<file path="src/rtl/qspi_arb.sv">
`default_nettype none
// qspi_arb: round-robin scheduler sharing one QSPI controller between I-fill and D-fill/writeback.
// Revision 1.0
module qspi_arb #(
  parameter  int LINE_LENGTH = 4,
  parameter  int PA          = 24,
  parameter  int GAP         = 2,
  localparam int LB          = $clog2(LINE_LENGTH)
) (
  input  logic            clk,
  input  logic            reset,
  input  logic            i_req,
  input  logic            i_mem,
  input  logic [PA-LB-1:0] i_addr,
  output logic            i_done,
  input  logic            d_req,
  input  logic            d_mem,
  input  logic            d_write,
  input  logic [PA-LB-1:0] d_addr,
  output logic            d_done,
  output logic            q_req,
  output logic            q_i_d,
  output logic            q_mem,
  output logic            q_write,
  output logic [PA-LB-1:0] q_paddr,
  input  logic            q_wstrobe_i,
  input  logic            q_wstrobe_d,
  input  logic            q_rstrobe_d,
  output logic            busy,
  output logic            err
);

  localparam int NIB = 2*LINE_LENGTH + 1;
  localparam int CW  = $clog2(NIB + 1);

  typedef enum logic [1:0] {
    S_IDLE  = 2'd0,
    S_ISSUE = 2'd1,
    S_XFER  = 2'd2,
    S_GAP   = 2'd3
  } state_t;

  state_t        state;
  logic [CW-1:0] nib_cnt;
  logic [2:0]    gap_cnt;
  logic          last_i;
  logic          settle;

  logic match_stb;
  logic other_stb;
  logic any_stb;
  logic stray;
  logic grant_i;

  assign match_stb = q_i_d ? q_wstrobe_i : (q_write ? q_rstrobe_d : q_wstrobe_d);
  assign other_stb = q_i_d   ? (q_wstrobe_d | q_rstrobe_d) :
                     q_write ? (q_wstrobe_i | q_wstrobe_d) :
                               (q_wstrobe_i | q_rstrobe_d);
  assign any_stb   = q_wstrobe_i | q_wstrobe_d | q_rstrobe_d;
  assign stray     = (state == S_XFER) ? other_stb : any_stb;
  // On a tie the side that was not granted last wins.
  assign grant_i   = i_req & ~(d_req & last_i);

  always_ff @(posedge clk or negedge reset) begin
    if (!reset) begin
      state   <= S_IDLE;
      nib_cnt <= '0;
      gap_cnt <= '0;
      last_i  <= 1'b1;
      settle  <= 1'b0;
      q_req   <= 1'b0;
      q_i_d   <= 1'b0;
      q_mem   <= 1'b0;
      q_write <= 1'b0;
      q_paddr <= '0;
      i_done  <= 1'b0;
      d_done  <= 1'b0;
      busy    <= 1'b0;
      err     <= 1'b0;
    end else begin
      if (stray) err <= 1'b1;
      case (state)
        S_IDLE: begin
          // The first IDLE cycle after GAP keeps the attributes parked on the controller.
          if (settle) begin
            settle <= 1'b0;
          end else if (i_req | d_req) begin
            state   <= S_ISSUE;
            q_req   <= 1'b1;
            busy    <= 1'b1;
            q_i_d   <= grant_i;
            q_mem   <= grant_i ? i_mem : d_mem;
            q_write <= ~grant_i & d_write;
            q_paddr <= grant_i ? i_addr : d_addr;
          end
        end
        S_ISSUE: begin
          q_req   <= 1'b0;
          nib_cnt <= '0;
          state   <= S_XFER;
        end
        S_XFER: begin
          if (match_stb) begin
            nib_cnt <= nib_cnt + 1'b1;
            if (nib_cnt == CW'(NIB - 1)) begin
              state   <= S_GAP;
              gap_cnt <= 3'(GAP - 1);
              if (q_i_d) i_done <= 1'b1;
              else       d_done <= 1'b1;
            end
          end
        end
        S_GAP: begin
          i_done <= 1'b0;
          d_done <= 1'b0;
          last_i <= q_i_d;
          if (gap_cnt == 3'd0) begin
            state  <= S_IDLE;
            busy   <= 1'b0;
            settle <= 1'b1;
          end else begin
            gap_cnt <= gap_cnt - 1'b1;
          end
        end
        default: state <= S_IDLE;
      endcase
    end
  end

endmodule
`default_nettype wire

</file>
<file path="config.mk">
export PLATFORM = sky130hd
export DESIGN_NAME = qspi_arb
export DESIGN_NICKNAME = d
export VERILOG_FILES = /design/src/rtl/qspi_arb.sv
export SDC_FILE = /design/constraint.sdc
export NUM_CORES = 1
export LEC_CHECK = 0
export CAP_MARGIN = 0
export CORE_UTILIZATION = 41
export DETAILED_ROUTE_END_ITERATION = 10
export PLACE_DENSITY_LB_ADDON = 0.3
export SLEW_MARGIN = 15
export SYNTH_ARGS = -nofsm -noshare
export SYNTH_HDL_FRONTEND = slang
export SYNTH_SLANG_ARGS = --single-unit
</file>
<file path="constraint.sdc">
create_clock -name clk -period 2.9 [get_ports clk]
set_input_delay 0.29 -clock clk [delete_from_list [all_inputs] [get_ports clk]]
set_output_delay 0.29 -clock clk [all_outputs]
set_load 0.1 [all_outputs]
</file>
* After elaboration in Yosys (flattened, before gate mapping)
Cells that the tools add are included.
Word-level totals: register bits after elaboration 41, bits of input ports 54, output and inout port bits 30, logic and storage cells 88
Operators by class: $add $sub $neg 2, equal/unequal tests 12, mux-type cells 34, bitwise logic cells 11, reduce and logical (&&, ||, !) cells 15
Operators with widths (number):
- 2-to-1 mux 22 bit | 1
- 2-to-1 mux 1 bit | 16
- AND reduction 4 bit | 4
- inequality test 2 bit, second input constant | 7
- 2-to-1 mux 2 bit | 5
- one-hot mux 1 bit (2 select lines) | 5
- 2-to-1 mux 3 bit | 3
- one-hot mux 2 bit (4 select lines) | 1
- one-hot mux 4 bit (2 select lines) | 1
- nonzero test 2 bit | 4
- one-hot mux 3 bit (2 select lines) | 1
- AND reduction 3 bit | 2
- bitwise OR 1 bit | 5
- AND reduction 5 bit | 1
- adder 4 x 1 -> 4 bit, second input constant | 1
- == test 2 bit, second input constant | 2
- == test 4 bit, second input constant | 1
- 2-to-1 mux 4 bit | 1
- AND reduction 2 bit | 2
- bitwise AND 1 bit | 3
- zero test 3 bit | 1
- inverter 1 bit | 3
- subtractor 3 x 1 -> 3 bit, second input constant | 1
- == test 2 x 1 -> 1 bit, second input constant | 1
- 2 further kinds | 2

* Longest topological paths before layout
Gate-level depths: netlist of the first run.
word-level depth 5, depth in mapped cells 7, depth with buffers taken out 7

* Least setup slack after synthesis of the first run
No wires, ideal clock.
path kind register to register, start reg q_i_d, end reg state[1], setup time 0.128 ns, arrival time 2.431 ns, required time 2.772 ns, setup slack 0.342 ns, cell stages (with the launch flop) 7, buffers on the path 2, clock period less this slack 2.558 ns, cell sequence dfrtp_1 -> buf_2 -> a211oi_1 -> or4_4 -> buf_6 -> a21oi_4 -> mux2_1
On the way: longest elaborated chain between the ends 3
RTL lines:
- start, declared | RTL line 22 | output logic q_i_d,
- start signal, assigned | RTL line 91 | q_i_d <= grant_i;
- 2-to-1 mux 1 bit | RTL line 55 | assign match_stb = q_i_d ? q_wstrobe_i : (q_write ? q_rstrobe_d : q_wstrobe_d);
- inequality test 2 bit (no source line)
- AND reduction 5 bit (no source line)
- end signal, assigned | RTL line 66 | state <= S_IDLE;
- end signal, assigned | RTL line 88 | state <= S_ISSUE;
- end signal, assigned | RTL line 100 | state <= S_XFER;
- end, declared | RTL line 43 | state_t state;
Every way passes these cells. A chain may end at the register's enable or synchronous reset.

* Worst setup path in the final report of the first run
start in q_wstrobe_d, end reg state[1]
On the way: longest elaborated chain between the ends 4
RTL lines:
- start, declared | RTL line 27 | input logic q_wstrobe_d,
- 2-to-1 mux 1 bit (2 in a row) | RTL line 55
- inequality test 2 bit (no source line)
- AND reduction 5 bit (no source line)
Every way passes these cells.

==> results.py, run 1 <==
metrics = {
    "clocking": {
        "htree_levels": 2,
        "root_buffer": "clkbuf_8",
        "cts_buffers": 5,
        "hold_buffers": 0,
        "cts_tree": "built",
        "cts_sinks": 41,
        "post_cts_resized": 0,
        "ctsLongestPathBuffers": 2,
        "postCtsSetupBuffers": 0,
        "clk_pin_slew_ps": 80,
        "insertion_delay_ps": 290,
    },
    "global_route": {
        "antenna_found_initial": 0,
        "grt_max_degree": 42,
        "first_global_vias": 1664,
        "grt_pass1_wl_um": 7620,
        "grt-ovfl-total": 0,
        "grt.total_usage": 0.184,
    },
    "timing": {
        "tightest_slew_ps": 917,
        "skew_ps": 3.96,
        "fin_crit_ps": 1940,
        "setup_violations": 0,
        "drv_slew": 0,
        "setup_tns_ps": 0,
        "grt_setup_unrepaired": "false",
        "min_period_over_period": 0.669,
        "whs_ps": 125,
        "hold_violations": 0,
        "max_slew_margin": 0.389,
        "fmax_ghz": 0.515,
    },
    "detailed_routing": {
        "drt_first_pass_iters": 4,
        "vias_per_cell": 4.90,
        "top_layer": "met4",
        "post_drt_wl_per_cell_um": 12.6,
        "wl_met2_um": 2160,
        "drtIter0Drc": 75,
        "drt-met1-wl_um": 2030,
        "routed_wl_um": 4650,
        "antenna_left": 0,
        "dr_wl_met3_um": 390,
        "post-route-drc-count": 0,
        "vias": 1802,
    },
    "worst_setup_path": {
        "cp.arrival_ps": 2120,
        "slowest_stage": "or4_4",
        "start_kind": "input port",
        "critPathRequiredTime_ps": 3080,
        "max_stage_delay_ps": 600,
        "crit_chain": "clkdlybuf4s50_1 > nor2b_2 > a211oi_1 > or4_4 > a21oi_4 > mux2_1",
        "worst_setup_path_end_kind": "flip-flop",
        "worstSetupPathType": "in -> reg",
        "crit_fanout": 7,
    },
    "final_layout": {
        "nets": 360,
        "syn2layout_area_growth_pct": 43.3,
        "final_common_cell": "clkdlybuf4s50_1",
        "drive_gt1_frac": 0.171,
        "fill_cells": 452,
        "n_antenna_cell": 0,
        "final_cell_mix": "clkdlybuf4s50_1 (52), dfrtp_1 (40), nand2_1 (33)",
    },
    "placement": {
        "numPortBuffers": 83,
        "place_congestion": 0.791,
        "dp_hpwl_um": 3470,
    },
    "flow_run": {
        "maxCapViolations": 0,
    },
    "logic_synthesis": {
        "synthCells": 218,
        "synth_top_cell_by_area": "dfrtp_1",
        "syn_avg_cell_area_um2": 9.93,
        "synth_top_area_share": 0.462,
        "syn-num-nets": 281,
        "synth_edf_count": 0,
        "synth_seq_area_share": 0.474,
        "async_flop_share": 1.00,
        "ys_dominant_reg_cell": "dfrtp_1",
        "synth_top_cells_by_area": "dfrtp_1 (46%), mux2i_1 (12%), o21ai_0 (7.2%)",
        "synth.distinct_cells": 39,
        "ys_warn_count": 0,
        "netlist_area_mm2": 0.00217,
        "yosys_register_bits": 41,
    },
    "die": {
        "die_area_mm2": 0.00558,
        "core_mm2": 0.00511,
        "die_w_um": 74.7,
        "die_h_um": 74.7,
        "ios": 84,
        "start_util": 0.424,
        "row_count": 26,
    },
    "run_status": {
        "outcome": "complete, no violations",
    },
    "min_path": {
        "hp-class": "in -> async",
    },
}
flip-flops by register name, indices dropped and copies added (netlist names), 2 cells and up:
| register | flops |
|---|---|
| q_paddr | 22 |
| nib_cnt | 4 |
| gap_cnt | 3 |
| state | 2 |
worst paths after layout:
| kind | cells after the start | startpoint | slack, ps | end |
|---|---|---|---|---|
| max | 6 | q_wstrobe_d | 960 | state[1] |
| min reg2reg | 1 | err | 470 | err |
| max in group asynchronous | 1 | reset | 2210 | q_paddr[16] |
| min | 1 | reset | 120 | gap_cnt[2] |
| min in group clk | 1 | err | 470 | err |
| max reg2reg | 5 | q_i_d | 980 | state[1] |
synthesized netlist by cell type, types with 2 or more instances:
library cell,instances
mux2i_1,25
a31oi_1,4
inv_1,9
mux2_2,3
a221oi_1,2
and3_1,2
a21oi_1,3
nor2_1,8
dfrtp_1,40
nor2b_1,2
o21ai_0,31
clkbuf_1,9
nand2_1,33
ha_1,9
nand2b_1,3
o211ai_1,2
a211o_1,2
nand3_1,6
buf_2,3
a22o_1,3
logic make-up after synthesis:
logic type,after synthesis,share of synthesized area
AND/OR/NAND/NOR,61,0.129
adder cells (fa/ha/maj),9,0.0520
XOR/XNOR,2,0.00809
buffers and inverters,22,0.0433
flip-flops,41,0.474
multiplexers,29,0.136
AO/OA/AOI/OAI,54,0.157
metrics by stage:
| stage | area [µm²] | util | std cells | setup WS, ps |
|---|---|---|---|---|
| after floorplan | 2170 | - | 218 | 342 |
| after CTS | 3100 | 0.608 | 368 | 965 |
| after global routing | 3100 | 0.608 | 368 | 856 |
| after detailed placement | 2970 | 0.582 | 360 | 652 |
| final | 3100 | 0.608 | 368 | 960 |
| after global placement | 2970 | 0.582 | 360 | 682 |
worst max-delay path, delay by kind of cell:
family                 cells  cell delay, ps
AOI/OAI and AO/OA          2             260
and+or+nand+nor            2             760
buffers and inverters      1             490
muxes                      1             330
per-layer routing:
metal	vias up	track usage
met3	8	0.0763
met4	0	0.0776
met5	-	0
met2	63	0.282
li1	915	-
met1	816	0.231
cell type report:
type | instances | area, µm² | area share
repair buffers | 85 | 766 | 0.247
flip-flops and latches | 41 | 1030 | 0.331
inverters | 9 | 33.8 | 0.0109
clock buffers | 5 | 68.8 | 0.0222
well taps | 70 | 87.6 | 0.0282
clock inverters | 3 | 65.1 | 0.0210
multi-input cells | 155 | 1060 | 0.340
Power of run 1 is not shown: default switching activity piles up to over one toggle a cycle in this logic, so the estimate is an artifact.
==> inputs of run 2 (changes only) <==
CORE_UTILIZATION = 39   (was 41)
clock period = 1.7 ns   (was 2.9 ns; I/O delays follow)
==> results.py, run 2 (synthesis results as in run 1) <==
metrics = {
    "clocking": {
        "cts_tree": "built",
        "root_buffer": "clkbuf_8",
        "cts_buffers": 5,
        "htree_levels": 2,
        "clk_pin_slew_ps": 80,
        "insertion_delay_ps": 290,
        "ctsLongestPathBuffers": 2,
        "cts_sinks": 41,
    },
    "worst_setup_path": {
        "worst_setup_path_end_kind": "flip-flop",
        "max_stage_delay_ps": 550,
        "regToRegSetupSlack_ps": -80,
        "r2r_start": "nib_cnt[1]",
        "crit_fanout": 2,
        "reg2regPathDepth": 6,
        "cp_num_buf_inv": 1,
        "cp_top_family": "simple AND/OR/NAND/NOR gates",
        "r2r_end": "state[1]",
        "start_kind": "flip-flop",
        "critPathRequiredTime_ps": 1880,
        "cp.arrival_ps": 1960,
        "worstSetupPathType": "reg -> reg",
        "crit_chain": "inv_1 > ha_2 > nand2_2 > or4_4 > a21oi_4 > mux2_4",
        "slowest_stage": "or4_4",
    },
    "detailed_routing": {
        "routed_wl_um": 5090,
        "post-route-drc-count": 0,
        "vias_per_cell": 4.96,
        "drtIter0Drc": 78,
        "post_drt_wl_per_cell_um": 12.9,
        "antenna_left": 0,
        "vias": 1953,
        "drt_first_pass_iters": 4,
    },
    "min_path": {
        "hp-class": "in -> async",
    },
    "timing": {
        "hold_violations": 0,
        "fmax_ghz": 0.561,
        "fin_crit_ps": 1780,
        "skew_ps": 4.69,
        "setup_violations": 3,
        "whs_ps": 358,
        "grt_setup_unrepaired": "true",
        "tightest_slew_ps": 469,
        "max_slew_margin": 0.688,
        "drv_slew": 0,
        "fin_ws_ps": -81.6,
        "setup_tns_ps": -122,
        "min_period_over_period": 1.05,
    },
    "global_route": {
        "first_global_vias": 2029,
        "grt-ovfl-total": 0,
        "grt.total_usage": 0.192,
        "grt_pass1_wl_um": 8990,
        "grt_max_degree": 38,
        "antenna_found_initial": 0,
    },
    "flow_run": {
        "maxCapViolations": 0,
    },
    "final_layout": {
        "nets": 386,
        "final_cell_mix": "clkdlybuf4s50_1 (52), buf_4 (47), dfrtp_1 (38)",
        "reg_top3": "q_paddr: 22 flops, nib_cnt: 4 flops, gap_cnt: 3 flops",
        "n_antenna_cell": 0,
        "syn2layout_area_growth_pct": 59.4,
        "final_common_cell": "clkdlybuf4s50_1",
        "largest_register_ffs": 22,
        "top_register": "q_paddr",
        "drive_gt1_frac": 0.265,
    },
    "die": {
        "ios": 84,
        "core_mm2": 0.00524,
        "die_w_um": 76.5,
        "die_h_um": 76.5,
        "row_count": 26,
        "die_area_mm2": 0.00586,
        "start_util": 0.414,
    },
    "placement": {
        "numPortBuffers": 83,
        "place_congestion": 0.829,
        "post-place-ws_ps": -223,
        "dp_hpwl_um": 3920,
    },
    "run_status": {
        "failed_checks": "setup timing",
        "outcome": "finished, violations left",
    },
}
## run 2: changes by cell type in the layout (fill, tap and decap cells not counted), moves of 2 or more
| cell | change |
|---|---|
| nand2_1 | -2 |
| dfrtp_4 | +2 |
| buf_4 | +15 |
| dfrtp_1 | -2 |
| o21ai_1 | +2 |
| buf_12 | +9 |
| o21ai_0 | -2 |
## run 2: timing repair
item,4_1_cts,5_1_grt
gates resized for setup,0,9
pin swaps,0,1
setup endpoints to repair,4,6
setup buffers,0,4
hold endpoints to repair,18,0
hold buffers,1,0
## run 2: worst max-delay path by stage
stage,from,end,slack (ps),cells after the start
after global placement,q_wstrobe_d,state[1],-180,6
after floorplan,q_i_d,state[1],-340,7
final,nib_cnt[1],state[1],-80,6
after CTS,nib_cnt[1],state[1],-50,6
after global routing,nib_cnt[1],state[1],-130,6
after detailed placement,q_wstrobe_d,state[1],-220,6
## run 2: area by class of cell
type	count	area, µm²
fill	444	1780
multi-input combinational	155	1100
timing repair buffer	111	1080
sequential	41	1030
tap	70	87.6
clock buffer	7	86.3
inverter	9	36.3
clock inverter	1	30.0
## run 2: per-stage QoR
stage / utilization / cell area, µm² / instances
after floorplan: - / 2190 / 218
after global placement: 0.622 / 3260 / 381
after detailed placement: 0.622 / 3260 / 381
after CTS: 0.646 / 3380 / 390
after global routing: 0.659 / 3450 / 394
final: 0.659 / 3450 / 394
## run 2: layer usage
| metal | global-route usage | vias to the layer above | wire [µm] |
|---|---|---|---|
| li1 | - | 970 | - |
| met1 | 0.228 | 908 | 2120 |
| met2 | 0.329 | 68 | 2550 |
| met3 | 0.0599 | 7 | 362 |
| met4 | 0.0577 | 0 | 62 |
| met5 | 0 | - | 0 |
## run 2: worst reg2reg max path: cells and delay by family, from the launching register on
kind | cells | cell delay [ps]
AOI/OAI and AO/OA | 1 | 150
adders and majority gates | 1 | 160
buffers and inverters | 1 | 60
DFF | 1 | 390
muxes | 1 | 300
and+or+nand+nor | 2 | 610
Power of run 2 is left out for the same reason.
